### config.mk
export PLATFORM = sky130hd
export DESIGN_NAME = ex3_to_bcd_seq
export DESIGN_NICKNAME = d
export VERILOG_FILES = /design/src/rtl/ex3_to_bcd_seq.sv
export SDC_FILE = /design/constraint.sdc
export NUM_CORES = 1
export LEC_CHECK = 0
export BUFFER_PORTS_ARGS = -buffer_cell sky130_fd_sc_hd__buf_2
export CORE_UTILIZATION = 54
export CTS_CLUSTER_DIAMETER = 50
export CTS_CLUSTER_SIZE = 24
export DETAILED_ROUTE_END_ITERATION = 8
export GPL_TIMING_DRIVEN = 0
export PLACE_DENSITY_LB_ADDON = 0.3
export SLEW_MARGIN = 30
export SYNTH_ARGS = -nofsm -noshare
export SYNTH_HDL_FRONTEND = slang
export SYNTH_SLANG_ARGS = --single-unit
### constraint.sdc
create_clock -name clk -period 2.5 [get_ports clk]
set_input_delay 0.125 -clock clk [delete_from_list [all_inputs] [get_ports clk]]
set_output_delay 0.125 -clock clk [all_outputs]
set_load 0.1 [all_outputs]
### src/rtl/ex3_to_bcd_seq.sv
// ex3_to_bcd_seq: sequential Excess-3 to BCD decoder, one digit per clock on a valid/ready handshake.
module ex3_to_bcd_seq #(
  parameter int NDIGITS = 4
) (
  input  logic                   clk,
  input  logic                   rst_n,
  input  logic                   in_valid,
  output logic                   in_ready,
  input  logic [4*NDIGITS-1:0]   in_data,
  output logic                   out_valid,
  input  logic                   out_ready,
  output logic [4*NDIGITS-1:0]   out_data,
  output logic [NDIGITS-1:0]     err_mask
);
  localparam int CW = $clog2(NDIGITS + 1);
  typedef enum logic [1:0] {IDLE, CONV, HOLD} state_t;
  state_t               r_state, w_next;
  logic [4*NDIGITS-1:0] r_shift, r_data;
  logic [NDIGITS-1:0]   r_err;
  logic [CW-1:0]        r_cnt;
  logic [3:0]           w_nib, w_bcd;
  logic                 w_bad, w_last;
  assign w_nib     = r_shift[3:0];
  assign w_bad     = (w_nib < 4'd3) || (w_nib > 4'd12);
  assign w_bcd     = w_bad ? 4'hF : w_nib - 4'd3;
  assign w_last    = r_cnt == CW'(NDIGITS - 1);
  assign in_ready  = r_state == IDLE;
  assign out_valid = r_state == HOLD;
  assign out_data  = r_data;
  assign err_mask  = r_err;
  always_comb begin
    w_next = r_state;
    unique case (r_state)
      IDLE:    w_next = in_valid ? CONV : IDLE;
      CONV:    w_next = w_last ? HOLD : CONV;
      HOLD:    w_next = out_ready ? IDLE : HOLD;
      default: w_next = IDLE;
    endcase
  end
  always_ff @(posedge clk or negedge rst_n) begin
    if (!rst_n) begin
      r_state <= IDLE;
      r_shift <= '0;
      r_data  <= '0;
      r_err   <= '0;
      r_cnt   <= '0;
    end else begin
      r_state <= w_next;
      if (r_state == IDLE && in_valid) begin
        r_shift <= in_data;
        r_data  <= '0;
        r_err   <= '0;
        r_cnt   <= '0;
      end else if (r_state == CONV) begin
        r_data[4*r_cnt +: 4] <= w_bcd;
        r_err[r_cnt]         <= w_bad;
        r_shift              <= r_shift >> 4;
        r_cnt                <= r_cnt + 1'b1;
      end
    end
  end
endmodule

==> results of run 1 <==
[how the worst max path moves through the flow]
stage               start           to  cells past startpoint
6_report         r_cnt[0]  out_data[2]                      8
3_3_place_gp     r_cnt[0]  out_data[2]                      8
4_1_cts          r_cnt[0]  out_data[2]                      8
3_5_place_dp     r_cnt[0]  out_data[2]                      8
5_1_grt          r_cnt[0]  out_data[2]                      8
2_1_floorplan  r_state[0]     r_cnt[2]                      5
[per-layer routing]
metal	part of all wire, %	vias to the layer above	GRT usage [%]	wire, um
met5	0	-	0	0
met2	50	38	35.0	2020
li1	-	799	-	-
met3	3.9	0	5.80	157
met4	0	0	6.53	0
met1	47	745	29.4	1890
[final cells by class]
class	instances	area [um^2]	area share (%)
plain buffers	11	80.1	3.28
clock buffers	7	86.3	3.54
clock inverters	1	30.0	1.23
inverters	6	22.5	0.923
multi-input cells	140	918	37.6
flip-flops and latches	41	1030	42.0
well taps	48	60.1	2.46
repair buffers	42	218	8.92
[worst max-delay path, stage by stage, from the launching register on]
cell and delay (ns):
dfrtp_1 0.53, inv_1 0.16, ha_1 0.24, ha_1 0.36, nor4_1 0.27, and4_1 0.22, buf_4 0.15, mux2i_1 0.18
nor2_1 0.05
[flip-flops by register name, indices dropped and copies added (netlist names)]
register and count:
r_state 2, out_data 16, err_mask 4, r_cnt 3, r_shift 16
[cell usage after synthesis (all sizes together)]
master and n:
a21o 2, a21oi 6, a221o 2, a22o 5, a22oi 12, a311oi 4, a31oi 1, and3 1
and3b 1, and4 1, buf 10, clkbuf 1, dfrtp 41, ha 9, inv 6, mux2i 2
nand2 43, nand2b 4, nand3 5, nand3b 2, nand4b 1, nor2 8, nor2b 5, nor3 3
nor3b 1, nor4 1, nor4b 1, o21ai 15, o2bb2ai 1, o311ai 1, o31a 1, o31ai 2
[logic make-up (layout without fill, tap and decap cells)]
| kind of cell | Yosys count | after routing | synth area share [%] |
|---|---|---|---|
| compound gates | 52 | 52 | 17.8 |
| simple gates | 77 | 77 | 20.6 |
| fa+ha+maj | 9 | 9 | 5.50 |
| mux | 2 | 2 | 0.978 |
| flops | 41 | 41 | 50.1 |
| buf+inv | 17 | 67 | 5.01 |
[what timing repair did]
| action | CTS | global route |
|---|---|---|
| endpoints found under the hold margin | 41 | 0 |
| endpoints found under the setup margin | 0 | 0 |
| hold buffers | 1 | 0 |
[metrics by stage]
step	std cells	cell area [um^2]
2_1_floorplan	198	2050
3_3_place_gp	287	2310
3_5_place_dp	287	2310
4_1_cts	296	2440
5_1_grt	296	2440
6_report	296	2440
==> flow_summary.ini, run 1 <==
[routing]
drt_iter0_drc = 106
drt_wl_total_um = 4060
via_count = 1582
ant_nets = 0
drc = 0
wl_per_cell_um = 13.7
via_per_inst = 5.34
dr.pass1.iters = 4

[grt]
grt_usage_pct = 22.0
grt-ovfl-total = 0
grt_pass1_vias = 1481
antenna_found_initial = 0
grt_max_degree = 42
grt_pass1_wl_um = 6770

[final_layout]
fillers = 297
most-common-layout-cells = buf_2, nand2_1, dfrtp_1
drive_gt1_share_pct = 27.0
finalNetCount = 276
syn_to_final_growth_pct = 19.3
final_common_cell = buf_2
n_antenna_cell = 0
final_util_pct = 66.7

[place]
hpwl_um = 2980
place.gp.congestion = 0.789
io_buffers = 41
dp_worst_setup_slack_ns = 0.274

[setup_path]
end_kind = flop
r2r_start = r_cnt[0]
crit_fanout = 8
regToRegSetupSlack_ns = 0.24
crit_type = flop to flop
reg2reg_depth = 8
arrival_ns = 2.44
regToRegEndpoint = out_data[2]
cp-start-kind = flop
worstPathRequired_ns = 2.68

[worst_hold_path]
min_from = in_data[12]
min_path_cells = 3
hp-class = primary input to flop
hold_end = r_shift[12]

[synthesis]
yosysSeqAreaShare_pct = 50.1
netlist.area_leader.share_pct = 50.1
synth_area_leaders = dfrtp_1, nand2_1, ha_1
synth.avg_cell_area_um2 = 10.3
synth_cell_type_count = 41
synth_largest_area_cell = dfrtp_1
synth.cell_area_mm2 = 0.00205
syn_inst = 198
syn-num-nets = 227
yosys_warnings = 0
synth-seq-cells = 41

[clock_network]
clk_pin_slew_ns = 0.08
clkLatencyLatePin_ns = 0.29
numCtsBuffers = 5
cts-root-buf = clkbuf_8
htree_levels = 2
cts_tree = done
numClockSinks = 41
cts_resized = 0
clockBufferDepth = 2
post_cts.repair.setup_buffers = 0

[timing]
fmax_mhz = 442
finClkSkew_ns = 0.0110
finalSetupViolCount = 0
slew_viol_final = 0
slew_headroom_pct = 58.8
post-route-min-period_ns = 2.26
final.period_utilization_pct = 90.5
tightest_slew_ns = 0.609
setup_slack_ns = 0.239
finalHoldViolations = 0
holdWs_ns = 0.0403
setup_tns_ns = 0
grt_setup_unrepaired = false

[floorplanning]
initial_core_util_pct = 55.9
die_x_um = 63.6
die_h_um = 63.6
row_count = 22
core_mm2 = 0.00366
ios = 42
dieArea_mm2 = 0.00404

[outcome]
status = finished, final reports clean

[flow_run]
drv_cap = 0
Power of run 1 is not shown: default switching activity piles up to over one toggle a cycle in this logic, so the estimate is an artifact.
==> inputs of run 2 (changes only) <==
==> constraint.sdc (replaced) <==
create_clock -name clk -period 2.5 [get_ports clk]
set_input_delay 0.5 -clock clk [delete_from_list [all_inputs] [get_ports clk]]
set_output_delay 0.5 -clock clk [all_outputs]
set_load 0.1 [all_outputs]
==> run 2 against run 1 <==
Net effect: critical path depth unchanged; via count decreased by 0.19%; sequential cell count is the same; wire length is essentially flat; highest routed layer unchanged; design area shrank 0.41%; critical endpoint unchanged; first-iteration DRC count grew 2.8%; sequential share of layout area increased by 0.17 points.
==> flow_summary.ini, run 2 (synthesized netlist as in run 1, its figures left out) <==
[clock_network]
htree_levels = 2
clkLatencyLatePin_ns = 0.29
numClockSinks = 41
post_cts.repair.setup_buffers = 0
cts-root-buf = clkbuf_8
clockBufferDepth = 2
numCtsBuffers = 5
cts_tree = done
cts_resized = 0
clk_pin_slew_ns = 0.08
ctsHoldBuffers = 0

[routing]
dr.pass1.iters = 4
drc = 0
drt_wl_total_um = 4070
via_per_inst = 5.35
drt_iter0_drc = 109
ant_nets = 0
via_count = 1579
wl_per_cell_um = 13.8

[grt]
met3_usage_pct = 5.80
top_usage_layer = met2
use_met2_pct = 34.7
grt_pass1_vias = 1469
grt-ovfl-total = 0
grt_max_degree = 42
antenna_found_initial = 0
grt_usage_pct = 22.0
met1_usage_pct = 29.4
grt_pass1_wl_um = 6740

[floorplanning]
die_x_um = 63.6
initial_core_util_pct = 55.9
core_mm2 = 0.00366
dieArea_mm2 = 0.00404
row_count = 22
ios = 42
die_h_um = 63.6

[timing]
fmax_mhz = 442
slew_headroom_pct = 58.8
setup_tns_ns = 0
final.period_utilization_pct = 90.6
grt_setup_unrepaired = false
finalSetupViolCount = 0
post-route-min-period_ns = 2.26
tightest_slew_ns = 0.609
slew_viol_final = 0
finalHoldViolations = 0
finClkSkew_ns = 0.0108

[setup_path]
crit_type = flop to flop
arrival_ns = 2.45
worstPathRequired_ns = 2.68
crit_fanout = 8
end_kind = flop
cp-start-kind = flop

[final_layout]
finalNetCount = 275
fin_area_mm2 = 0.00243
most-common-layout-cells = buf_2, nand2_1, dfrtp_1
fillers = 298
syn_to_final_growth_pct = 18.8
n_antenna_cell = 0
final_util_pct = 66.4
stdcell_count = 295
final_common_cell = buf_2
drive_gt1_share_pct = 27.1

[place]
dpl.cell_count = 287
place_area_mm2 = 0.00231
place.gp.congestion = 0.789
hpwl_um = 2980
io_buffers = 41

[worst_hold_path]
hp-class = primary input to async pin

[outcome]
status = finished, final reports clean

[flow_run]
drv_cap = 0
-- run 2: layer usage --
metal / wire (um) / up-vias
met3: 148 / 0
met5: 0 / -
li1: - / 798
met4: 0 / 0
met2: 2010 / 34
met1: 1900 / 747
-- run 2: worst max-delay path, cell delays in order (launching register included) --
cell and delay (ns):
dfrtp_1 0.53, inv_1 0.16, ha_1 0.24, ha_1 0.36, nor4_1 0.27, and4_1 0.22, buf_4 0.15, mux2i_1 0.18
nor2_1 0.05
-- run 2: cell type report --
class / instances / area (um^2) / share of cell area (%)
Inverter: 6 / 22.5 / 0.926
Multi-Input combinational cell: 140 / 918 / 37.8
Tap cell: 48 / 60.1 / 2.47
Sequential cell: 41 / 1030 / 42.2
Timing Repair Buffer: 41 / 208 / 8.54
Clock inverter: 1 / 30.0 / 1.24
Clock buffer: 7 / 86.3 / 3.55
Buffer: 11 / 80.1 / 3.29
-- run 2: worst paths after layout --
path | from | end | slack (ns) | cells past startpoint
hold reg to reg | r_shift[4] | r_shift[4] | 0.48 | 2
max in group asynchronous | rst_n | r_state[0] | 1.97 | 1
setup reg to reg | r_cnt[0] | out_data[2] | 0.24 | 8
setup / recovery | r_cnt[0] | out_data[2] | 0.24 | 8
min in group clk | in_data[12] | r_shift[12] | 0.41 | 3
hold / removal | rst_n | out_data[9] | 0.17 | 1
-- run 2: metrics by stage --
step                      hold slack [ns]  setup slack (ns)
after global routing                0.211            0.0739
after global placement              0.459             0.306
after detailed placement            0.463             0.274
after CTS                           0.356             0.245
after floorplan                     0.204           0.00578
final                               0.173             0.236
Power of run 2 is left out for the same reason.
